==> src/rtl/mem_wb_pipe_reg.sv <==
// -----------------------------------------------------------------------------
// mem_wb_pipe_reg
//
// MEM->WB pipeline stage register with a valid/ready handshake, freeze and
// flush. Carries wb_en, mem_r_en, destination, ALU result and memory read data
// into writeback. It also presents a pre-muxed writeback value, which is the
// load data for loads and the ALU result otherwise.
//
// Build option:
//   MEM_WB_SKID_EN  defined   -> two slots (main + skid). in_ready comes from a
//                                register, so it does not depend on out_ready
//                                in the same cycle.
//                   undefined -> single slot. in_ready is combinational:
//                                ~freeze & ~flush & (~out_valid | out_ready).
//   Both builds produce the same output sequence for the same accepted stream.
//
// Parameters:
//   DATA_W  width of ALU result, memory data and writeback value
//   DEST_W  width of destination register index
//
// Ports:
//   clk, rst        rising-edge clock; asynchronous active-high reset
//   freeze          stall: hold all state, accept nothing, drain nothing
//   flush           synchronous drop of every held entry
//   in_valid/ready  upstream handshake
//   in_*            incoming entry payload
//   out_valid/ready writeback handshake on the head entry
//   out_*           head entry payload; out_wb_en is qualified by out_valid
//   out_wb_value    out_mem_r_en ? out_mem_data : out_alu_res
// -----------------------------------------------------------------------------
module mem_wb_pipe_reg #(
    parameter int DATA_W = 32,
    parameter int DEST_W = 4
) (
    input  logic              clk,
    input  logic              rst,
    input  logic              freeze,
    input  logic              flush,
    input  logic              in_valid,
    output logic              in_ready,
    input  logic              in_wb_en,
    input  logic              in_mem_r_en,
    input  logic [DEST_W-1:0] in_dest,
    input  logic [DATA_W-1:0] in_alu_res,
    input  logic [DATA_W-1:0] in_mem_data,
    output logic              out_valid,
    input  logic              out_ready,
    output logic              out_wb_en,
    output logic              out_mem_r_en,
    output logic [DEST_W-1:0] out_dest,
    output logic [DATA_W-1:0] out_alu_res,
    output logic [DATA_W-1:0] out_mem_data,
    output logic [DATA_W-1:0] out_wb_value
);

    typedef struct packed {
        logic              wb_en;
        logic              mem_r_en;
        logic [DEST_W-1:0] dest;
        logic [DATA_W-1:0] alu_res;
        logic [DATA_W-1:0] mem_data;
    } entry_t;

    typedef enum logic [1:0] {
        EMPTY = 2'd0,
        ONE   = 2'd1,
        TWO   = 2'd2
    } state_t;

    state_t state_q;
    entry_t main_q;      // head entry, always the one shown on out_*
    entry_t in_entry;
    logic   accept;
    logic   drain;

    assign in_entry = {in_wb_en, in_mem_r_en, in_dest, in_alu_res, in_mem_data};

    assign out_valid = (state_q != EMPTY);
    assign accept    = in_valid  & in_ready  & ~freeze & ~flush;
    assign drain     = out_valid & out_ready & ~freeze & ~flush;

`ifdef MEM_WB_SKID_EN

    entry_t skid_q;      // second-oldest entry, valid only in TWO
    logic   in_ready_q;
    state_t state_d;

    // NOTE: every variable assigned in always_comb gets a default first, so no
    // path can leave it unassigned and infer a latch.
    always_comb begin
        state_d = state_q;
        if (flush) begin
            state_d = EMPTY;
        end else if (!freeze) begin
            case (state_q)
                EMPTY: if (accept) state_d = ONE;
                ONE: begin
                    if (accept && !drain)      state_d = TWO;
                    else if (drain && !accept) state_d = EMPTY;
                end
                TWO:     if (drain) state_d = ONE;
                default: state_d = EMPTY;
            endcase
        end
    end

    // Registered readiness; freeze only masks it so an upstream stall never
    // leaks an accept.
    assign in_ready = in_ready_q & ~freeze;

    // NOTE: the payload registers sit on the async reset as well as the
    // control state, so every output reads 0 during reset, not just out_valid.
    always_ff @(posedge clk or posedge rst) begin
        if (rst) begin
            state_q    <= EMPTY;
            main_q     <= '0;
            skid_q     <= '0;
            in_ready_q <= 1'b0;
        end else begin
            // NOTE: non-blocking assignments, so every register here samples
            // the pre-edge values, e.g. main_q <= skid_q sees the old skid.
            state_q    <= state_d;
            // Readiness follows the next state. in_ready_q is still 0 in the
            // first cycle after reset release and rises on the first edge.
            in_ready_q <= (state_d != TWO);
            if (accept) begin
                // An empty stage, or a head that leaves this cycle, takes the
                // new entry straight into main. Otherwise it queues behind.
                if (state_q == EMPTY || drain) main_q <= in_entry;
                else                           skid_q <= in_entry;
            end else if (drain && state_q == TWO) begin
                main_q <= skid_q;
            end
        end
    end

`else

    logic rst_done_q;    // keeps in_ready low until the first edge after reset

    assign in_ready = rst_done_q & ~freeze & ~flush & (~out_valid | out_ready);

    always_ff @(posedge clk or posedge rst) begin
        if (rst) begin
            state_q    <= EMPTY;
            main_q     <= '0;
            rst_done_q <= 1'b0;
        end else begin
            rst_done_q <= 1'b1;
            if (flush) begin
                state_q <= EMPTY;   // payload intentionally left stale
            end else if (accept) begin
                state_q <= ONE;     // covers accept with and without drain
                main_q  <= in_entry;
            end else if (drain) begin
                state_q <= EMPTY;
            end
        end
    end

`endif

    // Qualify wb_en so that a stale payload after a flush cannot trigger a
    // register-file write.
    assign out_wb_en    = main_q.wb_en & out_valid;
    assign out_mem_r_en = main_q.mem_r_en;
    assign out_dest     = main_q.dest;
    assign out_alu_res  = main_q.alu_res;
    assign out_mem_data = main_q.mem_data;
    assign out_wb_value = main_q.mem_r_en ? main_q.mem_data : main_q.alu_res;

endmodule
==> config.mk <==
export PLATFORM = sky130hd
export DESIGN_NAME = mem_wb_pipe_reg
export DESIGN_NICKNAME = d
export VERILOG_FILES = /design/src/rtl/mem_wb_pipe_reg.sv
export SDC_FILE = /design/constraint.sdc
export NUM_CORES = 1
export LEC_CHECK = 0
export CAP_MARGIN = 20
export CORE_MARGIN = 3
export CORE_UTILIZATION = 45
export DETAILED_ROUTE_END_ITERATION = 8
export MAX_ROUTING_LAYER = met4
export PLACE_DENSITY = 0.86
export SLEW_MARGIN = 20
export SYNTH_ARGS = -nofsm -noshare
export SYNTH_HDL_FRONTEND = slang
export SYNTH_SLANG_ARGS = --single-unit
==> constraint.sdc <==
create_clock -name clk -period 4.5 [get_ports clk]
set_clock_uncertainty 0.15 [all_clocks]
set_input_delay 0.45 -clock clk [delete_from_list [all_inputs] [get_ports clk]]
set_output_delay 0.45 -clock clk [all_outputs]
set_load 0.005 [all_outputs]
==> metrics.csv, run 1 <==
metric,value,unit
status,"finished, final reports clean",
Reg2Reg Depth,4,
Area Growth Syn to Fin,41.34,%
Comb pwr share,37.7,%
Final ANT Viol Nets,0,
sw frac,24.29,%
H-tree depth,3,
top sig layer,met4,
crit-path max FO,20,
CTS tree,built,
initial antenna violation count,0,
most frequent cells in the layout,"clkdlybuf4s50_1 (179), dfrtp_1 (72), mux2_4 (69)",
Multi-input gate area,0.001481,mm²
number of global-route vias before repair,2578,
largest net degree at the start of global routing,46,
share of post-route cells with drive strength above 1,32.55,%
post-synthesis cell count,263,
filler instances,619,
DR iter-0 viols,42,
Synth area leaders,"dfrtp_1 (46%), mux2_4 (27%), buf_4 (13%)",
Longest Clk Path Bufs,2,
hpwl dp,6442,µm
Total GRT Usage,18.65,%
"most common cell after layout, fill and taps aside",clkdlybuf4s50_1,
Critical Path End Type,output port,
Starting Density,46.93,%
wire length per cell,17.53,µm
Port Buffers,179,
dominant synthesized flop cell,dfrtp_1,
top-count cell post-synth,dfrtp_1,
Yosys top cell by area,dfrtp_1,
I/O pin total,180,
sequential power share,37.1,%
DRT Wirelength,8574,µm
die area,0.009808,mm²
Final WS setup,1.460,ns
CP endpoint,out_wb_value[1],
Worst-Margin Slew,0.9012,ns
#FFs+latches synth,72,
routability congestion estimate,0.7520,
CP startpoint,out_mem_r_en,
"top cells by count, synth","dfrtp_1 (72), mux2_4 (69), buf_4 (68)",
die width,99.04,µm
cell area after synthesis,0.003895,mm²
Post-CTS Setup Inserts,0,
Leak,2.533,nW
CP required,3.90,ns
worst reg2reg endpoint,out_mem_data[4],
Layout Nets,455,
worst reg2reg startpoint,state_q[0],
post-synthesis async set-or-reset flop share,100.0,%
"Reg clk slew, reported paths",0.07,ns
final critical-path share of the clock period,67.56,%
Worst setup SP type,flop,
Post-Place Worst Slack,1.422,ns
Tmin final,3.040,ns
DRC viols,0,
Power Dens Cells,450.8,mW/mm²
total number of vias,2298,
post-synth cell types,17,
diode count,0,
first-pass GRT wire length,13920,µm
Int Pwr,0.001879,W
Hold Path Class,flop to flop,
latest clock arrival within the worst-skew pair,0.34,ns
met2 wire length,4374,µm
final hold vios,0,
DR WL met3,564,µm
CTS Buf Count,9,
FMAX,328.9,MHz
Pre-antenna DRT Iters,3,
Critical Path AT,2.44,ns
Via-to-Cell Ratio,4.699,
Inst Count DP,472,
Max Slew Vio Count,0,
post-CTS sizing,0,
Synth top area share,46.26,%
worst hold slack,0.3640,ns
row cnt,33,
M1 wire length,3545,µm
Clk pwr share,25.3,%
RSZ-0062 raised after global routing,false,
CORE AREA,0.008299,mm²
Hold Buf Count CTS,0,
flop2flop setup slack,2.67,ns
"Avg Cell Area, Syn",14.81,µm²
CTS Root Cell,clkbuf_8,
Slew HR,39.83,%
Reg area,0.001802,mm²
total power draw,0.002482,W
Mapped Nets,339,
Peak supply drop,0.2610,mV
critical path class,flop to output port,
Setup TNS,0,ns
fin cells,489,
yosys warns,0,
sequential-to-total area share from yosys stat,46.26,%
net load switching power,0.0006027,W
Final setup viols,0,
number of enable flip-flop cells after synthesis,0,
max-cap viol count,0,
GRT overflow,0,
clock sinks,72,
Die Ht,99.04,µm
==> registers in the layout (all words and copies together), names as in the netlist <==
name / flops
state_q: 1
out_mem_r_en: 1
out_mem_data: 32
out_alu_res: 32
rst_done_q: 1
out_dest: 4
main_q: 1
==> worst max-delay path: stages (launching register included) <==
cell,delay (ns)
dfrtp_1,0.89
buf_4,0.38
mux2_2,0.36
clkdlybuf4s50_1,0.46
==> layout make-up <==
class                      instances  share of cell area [%]
multi-input combinational        111                   26.91
clock buffer                      11                   2.568
sequential                        72                   32.73
clock inverter                     5                   1.886
inverter                           1                 0.06818
timing repair buffer             184                   33.45
tap                              105                   2.386
==> per-stage QoR <==
step | utilization [%] | cell area, µm²
floorplan | - | 3895
global placement | 63.14 | 5240
detailed placement | 63.14 | 5240
CTS | 66.09 | 5485
global route | 66.34 | 5505
finish | 66.34 | 5505
==> routing by layer <==
| layer | vias up | GRT usage (%) |
|---|---|---|
| met3 | 8 | 5.591 |
| met4 | 0 | 5.042 |
| met2 | 104 | 29.86 |
| li1 | 1064 | - |
| met5 | - | - |
| met1 | 1122 | 23.09 |
==> logic make-up (layout without fill, tap and decap cells) <==
family,after synthesis,in the layout,synth area share (%)
other,1,1,0.09628
and+or+nand+nor,8,8,1.799
muxes,102,102,36.14
DFF,72,72,46.26
buffers and inverters,80,201,15.71
==> power groups by stage <==
| stage | clock (W) | sequential [W] | combinational (W) |
|---|---|---|---|
| 3_5_place_dp | 0 | 0.000931 | 0.000946 |
| 3_3_place_gp | 0 | 0.000923 | 0.000926 |
| 6_report | 0.000627 | 0.000920 | 0.000935 |
| 2_1_floorplan | 0 | 0.000873 | 0.000579 |
| 4_1_cts | 0.000645 | 0.000923 | 0.000949 |
| 5_1_grt | 0.000676 | 0.000949 | 0.000990 |
==> how the worst min path moves through the flow <==
stage | to | startpoint | cells past startpoint | slack [ns]
final | main_q[69] | main_q[69] | 1 | 0.36
after global routing | out_dest[3] | out_dest[3] | 1 | 0.39
after CTS | out_dest[0] | out_dest[0] | 1 | 0.37
after detailed placement | out_dest[0] | out_dest[0] | 1 | 0.35
after global placement | main_q[69] | main_q[69] | 1 | 0.34
after floorplan | main_q[69] | main_q[69] | 1 | 0.32
Note: power is estimated with default switching activity, not from simulation.
==> run 2, diff against run 1 <==
--- a/config.mk
+++ b/config.mk
@@ -7,10 +7,10 @@
 export LEC_CHECK = 0
 export CAP_MARGIN = 20
 export CORE_MARGIN = 3
-export CORE_UTILIZATION = 45
+export CORE_UTILIZATION = 38
 export DETAILED_ROUTE_END_ITERATION = 8
 export MAX_ROUTING_LAYER = met4
-export PLACE_DENSITY = 0.86
+export PLACE_DENSITY = 0.78
 export SLEW_MARGIN = 20
 export SYNTH_ARGS = -nofsm -noshare
 export SYNTH_HDL_FRONTEND = slang
==> constraint.sdc (replaced) <==
create_clock -name clk -period 2.75 [get_ports clk]
set_clock_uncertainty 0.15 [all_clocks]
set_input_delay 0.275 -clock clk [delete_from_list [all_inputs] [get_ports clk]]
set_output_delay 0.275 -clock clk [all_outputs]
set_load 0.005 [all_outputs]
==> run 2 against run 1 <==
- worst setup slack lost 1.3 ns
- clock power grew 66%
- register-to-register slack got worse by 1.8 ns
- die area grew 17%
- largest power group unchanged
==> metrics.csv, run 2 (synthesis gave the netlist of run 1 again) <==
metric,value,unit
row cnt,36,
Reg area,0.001802,mm²
number of global-route vias before repair,2597,
DRT Wirelength,8651,µm
first-pass GRT wire length,13470,µm
routability congestion estimate,0.7349,
Critical Path End Type,output port,
CP startpoint,out_mem_r_en,
total number of vias,2314,
Tmin final,2.547,ns
Port Buffers,179,
clock sinks,72,
placed cell areas,0.005328,mm²
post-CTS sizing,0,
GRT overflow,0,
CP required,2.33,ns
worst reg2reg startpoint,state_q[0],
crit-path max FO,12,
Die Ht,107.2,µm
Post-CTS Setup Inserts,0,
diode count,0,
Final ANT Viol Nets,0,
I/O pin total,180,
CTS Buf Count,9,
largest net degree at the start of global routing,73,
max-cap viol count,0,
FMAX,392.6,MHz
Setup TNS,0,ns
Layout Nets,456,
final hold vios,0,
Leak,2.551,nW
final critical-path share of the clock period,92.62,%
status,"finished, final reports clean",
Worst setup SP type,flop,
Area Growth Syn to Fin,43.30,%
initial antenna violation count,0,
Via-to-Cell Ratio,4.467,
Inst Count DP,502,
wire length per cell,16.70,µm
H-tree depth,3,
Hold Path Class,primary input to async pin,
Starting Density,39.49,%
fin cells,518,
critical path class,flop to output port,
die width,107.2,µm
Power Dens Cells,732.7,mW/mm²
latest clock arrival within the worst-skew pair,0.33,ns
most frequent cells in the layout,"clkdlybuf4s50_1 (179), dfrtp_1 (72), mux2_4 (69)",
fin area,0.005582,mm²
Multi-input gate area,0.001481,mm²
CP endpoint,out_wb_value[5],
Hold Buf Count CTS,0,
Slew HR,63.58,%
Worst-Margin Slew,0.5463,ns
DR iter-0 viols,76,
Final setup viols,0,
RSZ-0062 raised after global routing,false,
Reg2Reg Depth,4,
die area,0.01150,mm²
CTS tree,built,
DRC viols,0,
CORE AREA,0.009864,mm²
"most common cell after layout, fill and taps aside",clkdlybuf4s50_1,
CTS Root Cell,clkbuf_8,
worst reg2reg endpoint,out_dest[2],
Longest Clk Path Bufs,2,
share of post-route cells with drive strength above 1,32.99,%
Total GRT Usage,15.53,%
flop2flop setup slack,0.83,ns
Pre-antenna DRT Iters,4,
"Reg clk slew, reported paths",0.08,ns
Critical Path AT,2.12,ns
hpwl dp,6423,µm
Peak supply drop,0.3467,mV
filler instances,829,
Max Slew Vio Count,0,
==> run 2: cell types whose count changed in the layout (fill, tap and decap cells not counted) <==
cell and delta:
clkbuf_8 +1, clkinv_4 -1, buf_4 -1, clkbuf_1 -1
buf_12 +2, clkinvlp_4 +1
==> run 2: layout make-up <==
| class | instances | area share (%) |
|---|---|---|
| Multi-Input combinational cell | 111 | 26.54 |
| Tap cell | 133 | 2.981 |
| Clock inverter | 5 | 1.838 |
| Inverter | 1 | 0.06725 |
| Timing Repair Buffer | 185 | 33.58 |
| Clock buffer | 11 | 2.712 |
| Sequential cell | 72 | 32.28 |
==> run 2: worst min-delay path by stage <==
stage	endpoint
3_3_place_gp	main_q[69]
5_1_grt	out_mem_data[30]
6_report	out_alu_res[0]
3_5_place_dp	main_q[69]
4_1_cts	out_alu_res[0]
2_1_floorplan	main_q[69]
==> run 2: per-layer routing <==
| metal | track usage [%] | share of wire [%] | wire [µm] | vias up |
|---|---|---|---|---|
| li1 | - | - | - | 1060 |
| met1 | 18.82 | 42 | 3644 | 1152 |
| met2 | 25.69 | 51 | 4427 | 97 |
| met3 | 4.034 | 5.8 | 505 | 5 |
| met4 | 4.384 | 0.86 | 74 | 0 |
| met5 | - | 0 | 0 | - |
==> run 2: worst max-delay path, stage by stage, from the launching register on <==
cell and delay [ns]:
dfrtp_1 0.69, buf_4 0.29, mux2_2 0.35, clkdlybuf4s50_1 0.47
==> run 2: through the flow <==
stage          hold slack (ns)  setup WS (ns)  total power [W]  utilization (%)
6_report                0.2092         0.2030         0.004089            56.58
3_5_place_dp            0.3450         0.4569         0.003084            54.01
2_1_floorplan           0.2735         0.5001         0.002377                -
3_3_place_gp            0.3505         0.5116         0.003041            54.01
5_1_grt                 0.2275        0.05772         0.004305            56.58
4_1_cts                 0.2084         0.1301         0.004161            56.58
==> run 2: power by group <==
group | switching [W] | internal [W] | total [W] | leakage (nW)
sequential | 0.000207 | 0.00129 | 0.00150 | 0.865
clock | 0.000390 | 0.000651 | 0.00104 | 0.126
combinational | 0.000384 | 0.00117 | 0.00155 | 1.56
total | 0.000981 | 0.00311 | 0.00409 | 2.55
